===== config.mk =====
export PLATFORM = sky130hd
export DESIGN_NAME = serial_sub_add_unit
export DESIGN_NICKNAME = d
export VERILOG_FILES = /design/src/rtl/sub_add_pkg.sv /design/src/rtl/digit_sub_add.sv /design/src/rtl/serial_sub_add_unit.sv
export SDC_FILE = /design/constraint.sdc
export NUM_CORES = 1
export LEC_CHECK = 0
export CORE_MARGIN = 2
export CORE_UTILIZATION = 35
export CTS_CLUSTER_DIAMETER = 100
export DETAILED_ROUTE_END_ITERATION = 12
export GPL_TIMING_DRIVEN = 0
export PLACE_DENSITY_LB_ADDON = 0.3
export SYNTH_ARGS = -nofsm -noshare
export SYNTH_HDL_FRONTEND = slang
export SYNTH_SLANG_ARGS = --single-unit

===== constraint.sdc =====
create_clock -name CLK -period 12.6 [get_ports CLK]
set_input_delay 3.78 -clock CLK [delete_from_list [all_inputs] [get_ports CLK]]
set_output_delay 3.78 -clock CLK [all_outputs]
set_load 0.02 [all_outputs]

===== src/rtl/sub_add_pkg.sv =====
// Shared definitions for the serial sub/add unit:
// FSM encoding, mode constants and counter sizing.
package sub_add_pkg;

    typedef enum logic {
        IDLE = 1'b0,
        RUN  = 1'b1
    } state_t;

    localparam logic MODE_ADD = 1'b0;
    localparam logic MODE_SUB = 1'b1;

    // ceil(log2(n)), never less than one bit
    function automatic int cnt_width(input int n);
        for (int w = 1; w < 32; w++) begin
            if ((1 << w) >= n) return w;
        end
        return 32;
    endfunction

endpackage


===== src/rtl/digit_sub_add.sv =====
// One DIGIT-wide slice of the add/subtract ripple chain.
// chain is carry when adding and borrow when subtracting.
module digit_sub_add
    import sub_add_pkg::*;
#(
    parameter int DIGIT = 4
) (
    input  logic [DIGIT-1:0] x,
    input  logic [DIGIT-1:0] y,
    input  logic             chain_in,
    input  logic             sub_add,
    output logic [DIGIT-1:0] dif_sum,
    output logic             chain_out
);

    logic [DIGIT:0] c;

    // Per-bit full adder / full subtractor ripple
    always_comb begin
        c       = '0;
        dif_sum = '0;
        c[0]    = chain_in;
        for (int i = 0; i < DIGIT; i++) begin
            dif_sum[i] = x[i] ^ y[i] ^ c[i];
            if (sub_add == MODE_SUB)
                c[i+1] = (~x[i] & y[i]) | (y[i] & c[i]) | (~x[i] & c[i]);
            else
                c[i+1] = (x[i] & y[i]) | (y[i] & c[i]) | (x[i] & c[i]);
        end
        chain_out = c[DIGIT];
    end

endmodule


===== src/rtl/serial_sub_add_unit.sv =====
// Multi-cycle adder/subtractor, DIGIT bits per clock, LSB digit first.
// Results and flags update together on the completing edge only.
module serial_sub_add_unit
    import sub_add_pkg::*;
#(
    parameter int WIDTH = 16,
    parameter int DIGIT = 4
) (
    input  logic             CLK,
    input  logic             RST_N,
    input  logic             START,
    input  logic [WIDTH-1:0] A,
    input  logic [WIDTH-1:0] B,
    input  logic             B_CIN,
    input  logic             SUB_ADD,
    output logic             BUSY,
    output logic             DONE,
    output logic [WIDTH-1:0] D_S,
    output logic             B_COUT,
    output logic             OVF,
    output logic             ZERO
);

    localparam int N  = WIDTH / DIGIT;
    localparam int CW = cnt_width(N);

    state_t           state_q;
    state_t           state_d;
    logic [WIDTH-1:0] a_q;
    logic [WIDTH-1:0] b_q;
    logic [WIDTH-1:0] shadow_q;
    logic [WIDTH-1:0] res;
    logic             mode_q;
    logic             chain_q;
    logic [CW-1:0]    cnt_q;
    logic [DIGIT-1:0] x_d;
    logic [DIGIT-1:0] y_d;
    logic [DIGIT-1:0] ds;
    logic             chain_out;
    logic             accept;
    logic             last;
    logic             ovf_d;

    digit_sub_add #(.DIGIT(DIGIT)) u_digit (
        .x        (x_d),
        .y        (y_d),
        .chain_in (chain_q),
        .sub_add  (mode_q),
        .dif_sum  (ds),
        .chain_out(chain_out)
    );

    // Pick the operand digit addressed by the counter
    always_comb begin
        x_d = '0;
        y_d = '0;
        for (int i = 0; i < N; i++) begin
            if (cnt_q == CW'(i)) begin
                x_d = a_q[i*DIGIT +: DIGIT];
                y_d = b_q[i*DIGIT +: DIGIT];
            end
        end
    end

    // Next state: accept START only in IDLE, leave RUN on the last digit
    always_comb begin
        state_d = state_q;
        accept  = 1'b0;
        last    = 1'b0;
        unique case (state_q)
            IDLE: begin
                if (START) begin
                    accept  = 1'b1;
                    state_d = RUN;
                end
            end
            RUN: begin
                if (cnt_q == CW'(N - 1)) begin
                    last    = 1'b1;
                    state_d = IDLE;
                end
            end
            default: state_d = IDLE;
        endcase
    end

    // Full result with the final digit merged in, plus signed overflow
    always_comb begin
        res = shadow_q;
        res[(N-1)*DIGIT +: DIGIT] = ds;
        if (mode_q == MODE_ADD)
            ovf_d = (a_q[WIDTH-1] == b_q[WIDTH-1]) &&
                    (res[WIDTH-1] != a_q[WIDTH-1]);
        else
            ovf_d = (a_q[WIDTH-1] != b_q[WIDTH-1]) &&
                    (res[WIDTH-1] != a_q[WIDTH-1]);
    end

    // State register
    always_ff @(posedge CLK or negedge RST_N) begin
        if (!RST_N) state_q <= IDLE;
        else        state_q <= state_d;
    end

    // Operand capture and digit-serial datapath
    always_ff @(posedge CLK or negedge RST_N) begin
        if (!RST_N) begin
            a_q      <= '0;
            b_q      <= '0;
            mode_q   <= MODE_ADD;
            chain_q  <= 1'b0;
            cnt_q    <= '0;
            shadow_q <= '0;
        end else if (accept) begin
            a_q     <= A;
            b_q     <= B;
            mode_q  <= SUB_ADD;
            chain_q <= B_CIN;
            cnt_q   <= '0;
        end else if (state_q == RUN) begin
            chain_q <= chain_out;
            cnt_q   <= last ? '0 : cnt_q + CW'(1);
            for (int i = 0; i < N; i++) begin
                if (cnt_q == CW'(i))
                    shadow_q[i*DIGIT +: DIGIT] <= ds;
            end
        end
    end

    // Visible result registers, updated only on completion
    always_ff @(posedge CLK or negedge RST_N) begin
        if (!RST_N) begin
            DONE   <= 1'b0;
            D_S    <= '0;
            B_COUT <= 1'b0;
            OVF    <= 1'b0;
            ZERO   <= 1'b0;
        end else begin
            DONE <= last;
            if (last) begin
                D_S    <= res;
                B_COUT <= chain_out;
                OVF    <= ovf_d;
                ZERO   <= ~|res;
            end
        end
    end

    assign BUSY = (state_q == RUN);

endmodule


# == After elaboration in Yosys (flattened, before gate mapping) ==
# Index checks and enable logic that the tools add are counted.
# word_totals
output_inout_bits,21
inputBits,37
reg_bits,69
wordCells,104
# op_classes
n_reduce_logical,9
n_eq_ne,6
addsub,1
bitwise,50
n_mux,24
# ops
op,n
4-bit 2-to-1 mux,8
1-bit bitwise AND,20
1-bit bitwise OR,16
16-bit OR reduction,1
1-bit 2-to-1 mux,12
3-bit AND reduction,3
1-bit bitwise XOR,8
2-bit 2-to-1 mux,3
1-bit inverter,6
"2-bit equality test, second input constant",2
"2-bit by 1-bit adder with 2-bit output, second input constant",1
"2-bit by 1-bit equality test with 1-bit output, second input constant",1
1-bit logical AND,2
2-bit zero test,1
1-bit != test,2
1-bit case mux with 2 select lines,1
2-bit nonzero test,1
1-bit equality test,1
1-bit zero test,1

# == Longest topological paths before layout ==
# depth
depth_word,24
ltp_mapped,18
ltp_nobuf,16

# == Modules after synthesis ==
# A second synthesis with hierarchy kept.
# hier_totals
cells_unflattened,256
area_unflattened_um2,3384.5
# by_module_without_submodules
mod,area_each_um2,seq_area_each_um2,instances,cells_each
serial_sub_add_unit,3149.3,1726.7,1,236
digit_sub_add,235.2,0.0,1,20

# == Worst setup path after synthesis ==
# No wires, ideal clock.
# synth_timing
path_type,input -> register
start,input START
end,register a_q[0]
setup_ps,125
stages,4
path_slack_ps,7977
required_time_ps,12475
n_path_buf,2
arrival_ps,4499
path_cell_list,nor2b_1 -> buf_6 -> buf_6 -> mux2_2
# synth_between
elab_chain_cells,2
# synth_lines
item,line,rtl
from (decl),serial_sub_add_unit.sv:11,"input logic START,"
1-bit 2-to-1 mux,serial_sub_add_unit.sv:72,if (START) begin
1-bit 2-to-1 mux,serial_sub_add_unit.sv:70,unique case (state_q)
to (signal assigned),serial_sub_add_unit.sv:108,a_q <= '0;
to (signal assigned),serial_sub_add_unit.sv:115,a_q <= A;
to (decl),serial_sub_add_unit.sv:29,logic [WIDTH-1:0] a_q;
# Every way passes these cells.
# A chain may end at the register's enable or synchronous reset.

# == Worst setup path in the final report ==
# layout_timing
start,register OVF
end,output OVF
# layout_lines
item,line,rtl
from (decl),serial_sub_add_unit.sv:20,"output logic OVF,"
from (signal assigned),serial_sub_add_unit.sv:143,OVF <= ovf_d;
# No word-level cell between the ends.

==> flow_metrics.env <==
export IMPL_status="completed"
export IMPL_yosys_warnings=0
export IMPL_critical_path_max_stage_delay_ns=0.62
export IMPL_setup_worst_path_start="OVF$_DFFE_PN0P_"
export IMPL_worst_slew_pin_slew_ns=0.8810
export IMPL_crit_family="buffers and inverters"
export IMPL_yosysTopAreaCellShare_pct=53.36
export IMPL_core_sq_um=9109
export IMPL_path_depth=1
export IMPL_synth_edff_count=0
export IMPL_rsz0062_at_grt="false"
export IMPL_grtUsageTotal_pct=14.65
export IMPL_p_int_mw=0.7667
export IMPL_final_nets=384
export IMPL_reg2reg_to="ZERO$_DFFE_PN0P_"
export IMPL_maxSlewHeadroom_pct=41.27
export IMPL_dr_pass1_iters=5
export IMPL_grt_pass1_vias=2248
export IMPL_r2r_setup_slack_ns=7.81
export IMPL_n_fill_cell=861
export IMPL_cts_tree="yes"
export IMPL_dp_hpwl_um=4913
export IMPL_start_kind="flip-flop"
export IMPL_crit_fanout=2
export IMPL_switching_share_pct=40.05
export IMPL_critPathCaptureType="output port"
export IMPL_timing_rr_start="cnt_q[1]$_DFFE_PN0P_"
export IMPL_drt_iter0_drc=62
export IMPL_grt_pass1_wl_um=11360
export IMPL_fin_crit_sh_pct=40.63
export IMPL_io_pins=58
export IMPL_synthTopCellsByCount="dfrtp_1, nand2_1, mux2_2"
export IMPL_cts_resized=0
export IMPL_vias=2200
export IMPL_hp_class="flip-flop to flip-flop"
export IMPL_synth_area_leaders="dfrtp_1, mux2_2, fa_1, o21ai_0, nand2_1"
export IMPL_wl_um=6754
export IMPL_grt_max_degree=70
export IMPL_dpl_cell_count=435
export IMPL_drv_slew=0
export IMPL_ys_flop_type="dfrtp_1"
export IMPL_critical_path_slowest_cell="clkdlybuf4s50_1"
export IMPL_grt_antenna_before_repair=0
export IMPL_io_buffers=57
export IMPL_ys_types=31
export IMPL_crit_type="flip-flop to output port"
export IMPL_syn_num_nets=316
export IMPL_skew_ns=0.01271
export IMPL_clk_pin_slew_worst_paths_ns=0.07
export IMPL_syn_area_per_cell_sq_um=12.12
export IMPL_cts_sinks=69
export IMPL_routedWlPerCell_um=14.98
export IMPL_finalHoldViolCount=0
export IMPL_drive_gt1_share_pct=21.47
export IMPL_cts_max_path_buffers=2
export IMPL_drc=0
export IMPL_place_gp_congestion=0.7615
export IMPL_syn_inst=267
export IMPL_seqPwrFrac_pct=31.2
export IMPL_endpoint="OVF"
export IMPL_worstPathBufferInverterCount=1
export IMPL_ir_drop_mv=0.1285
export IMPL_die_width_um=100.2
export IMPL_synth_area_sq_um=3236
export IMPL_fmax_mhz=195.3
export IMPL_clk_latency_ns=0.35
export IMPL_combPwrFrac_pct=53.3
export IMPL_num_rows=35
export IMPL_die_h_um=100.2
export IMPL_yosysMostFrequentCell="dfrtp_1"
export IMPL_final_util_pct=45.63
export IMPL_ant_nets=0
export IMPL_power_mw=1.279
export IMPL_ys_async_sr_fraction_pct=100.0
export IMPL_required_ns=8.82
export IMPL_cp_cell_sequence="clkdlybuf4s50_1"
export IMPL_synth_top_area_cell="dfrtp_1"
export IMPL_period_minus_slack_ns=5.119
export IMPL_pwr_density_cell_nw_per_um2=307.7
export IMPL_initial_core_util_pct=35.52
export IMPL_pwr_share_clk_pct=15.5
export IMPL_post_cts_buffers=0
export IMPL_n_antenna_cell=0
export IMPL_power_switching_mw=0.5123
export IMPL_cts_buffers=9
export IMPL_hold_buffers=0
export IMPL_worstPathArrival_ns=1.34
export IMPL_stdcell_count=451
export IMPL_drt_vias_per_instance=4.878
export IMPL_final_area_sq_um=4156
export IMPL_gr_total_overflow=0
export IMPL_dpl_instance_area_sq_um=3943
export IMPL_setup_viol=0
export IMPL_tns_ns=0
export IMPL_syn2layout_area_growth_pct=28.46
export IMPL_r2r_worst_path_cells=17
export IMPL_ys_ff_latch=69
export IMPL_die_area_sq_um=10030
export IMPL_cts_root_buf="clkbuf_8"
export IMPL_cts_htree_levels=3
export IMPL_p_leak_nw=1.821
export IMPL_drv_cap=0
export IMPL_yosysSeqAreaShare_pct=53.36
-- layout make-up --
cell class / count / area [sq um] / share of cell area (%)
buffer: 16 / 127.6 / 3.070
clock buffer: 10 / 127.6 / 3.070
clock inverter: 6 / 86.33 / 2.077
inverter: 12 / 45.04 / 1.084
multi-input combinational: 170 / 1336 / 32.15
sequential: 69 / 1727 / 41.54
tap: 111 / 138.9 / 3.341
timing repair buffer: 57 / 568.0 / 13.67
-- logic make-up after synthesis --
| kind of cell | Yosys count | synth area share, % |
|---|---|---|
| buffers and inverters | 28 | 5.336 |
| AND/OR/NAND/NOR | 48 | 6.845 |
| AO/OA/AOI/OAI | 65 | 11.49 |
| flip-flops | 69 | 53.36 |
| multiplexers | 44 | 16.20 |
| adder cells (fa/ha/maj) | 12 | 6.496 |
| XOR/XNOR | 1 | 0.2707 |
-- cell usage in the layout, fill, tap and decap left out, types with 2 or more instances in the layout --
| cell type | count |
|---|---|
| clkbuf_1 | 3 |
| nor2b_1 | 2 |
| clkbuf_8 | 9 |
| bufinv_16 | 2 |
| clkdlybuf4s50_1 | 56 |
| nor4b_1 | 3 |
| dfrtp_1 | 69 |
| a22oi_1 | 5 |
| mux2_2 | 34 |
| fa_1 | 8 |
| a21oi_1 | 18 |
| nand2_1 | 35 |
| nand2b_1 | 2 |
| inv_1 | 12 |
| buf_4 | 2 |
| buf_6 | 6 |
| ha_1 | 4 |
| o21ai_0 | 32 |
| buf_2 | 5 |
| a22o_1 | 8 |
| clkinv_2 | 2 |
| mux2_4 | 8 |
-- metrics by stage --
step / hold WS [ns] / setup WS (ns)
finish: 0.4763 / 7.481
global route: 0.5087 / 7.443
CTS: 0.4866 / 7.464
detailed placement: 0.4700 / 7.284
global placement: 0.4608 / 5.366
floorplan: 0.4679 / 7.977
-- metal layers --
layer  up-vias  routed length, um  GRT usage [%]  part of all wire (%)
met5         -                  0              0                     0
met4         0                 82          4.110                   1.2
met3        12                263          3.621                   3.9
met2        47               3168          23.39                    47
met1      1076               3241          19.97                    48
li1       1065                  -              -                     -
-- flip-flops by register name, indices dropped and copies added (netlist names) --
register,count
BUSY,1
B_COUT,1
DONE,1
D_S,16
OVF,1
ZERO,1
a_q,16
b_q,16
chain_q,1
cnt_q,2
mode_q,1
shadow_q,12
-- how the worst min path moves through the flow --
stage	start	to	slack, ns	depth (start not counted)
after floorplan	shadow_q[3]$_DFFE_PN0P_	shadow_q[3]$_DFFE_PN0P_	0.47	2
after global placement	D_S[15]$_DFFE_PN0P_	D_S[15]$_DFFE_PN0P_	0.46	2
after detailed placement	D_S[12]$_DFFE_PN0P_	D_S[12]$_DFFE_PN0P_	0.47	2
after CTS	D_S[12]$_DFFE_PN0P_	D_S[12]$_DFFE_PN0P_	0.49	2
after global routing	D_S[12]$_DFFE_PN0P_	D_S[12]$_DFFE_PN0P_	0.51	2
final	D_S[12]$_DFFE_PN0P_	D_S[12]$_DFFE_PN0P_	0.48	2
-- power by group through the flow --
stage | logic [mW] | registers (mW) | clock network [mW]
2_1_floorplan | 0.437 | 0.424 | 0
3_3_place_gp | 0.669 | 0.402 | 0
3_5_place_dp | 0.688 | 0.406 | 0
4_1_cts | 0.692 | 0.401 | 0.201
5_1_grt | 0.767 | 0.414 | 0.212
6_report | 0.681 | 0.399 | 0.198
Power figures use the tool's default switching activity.
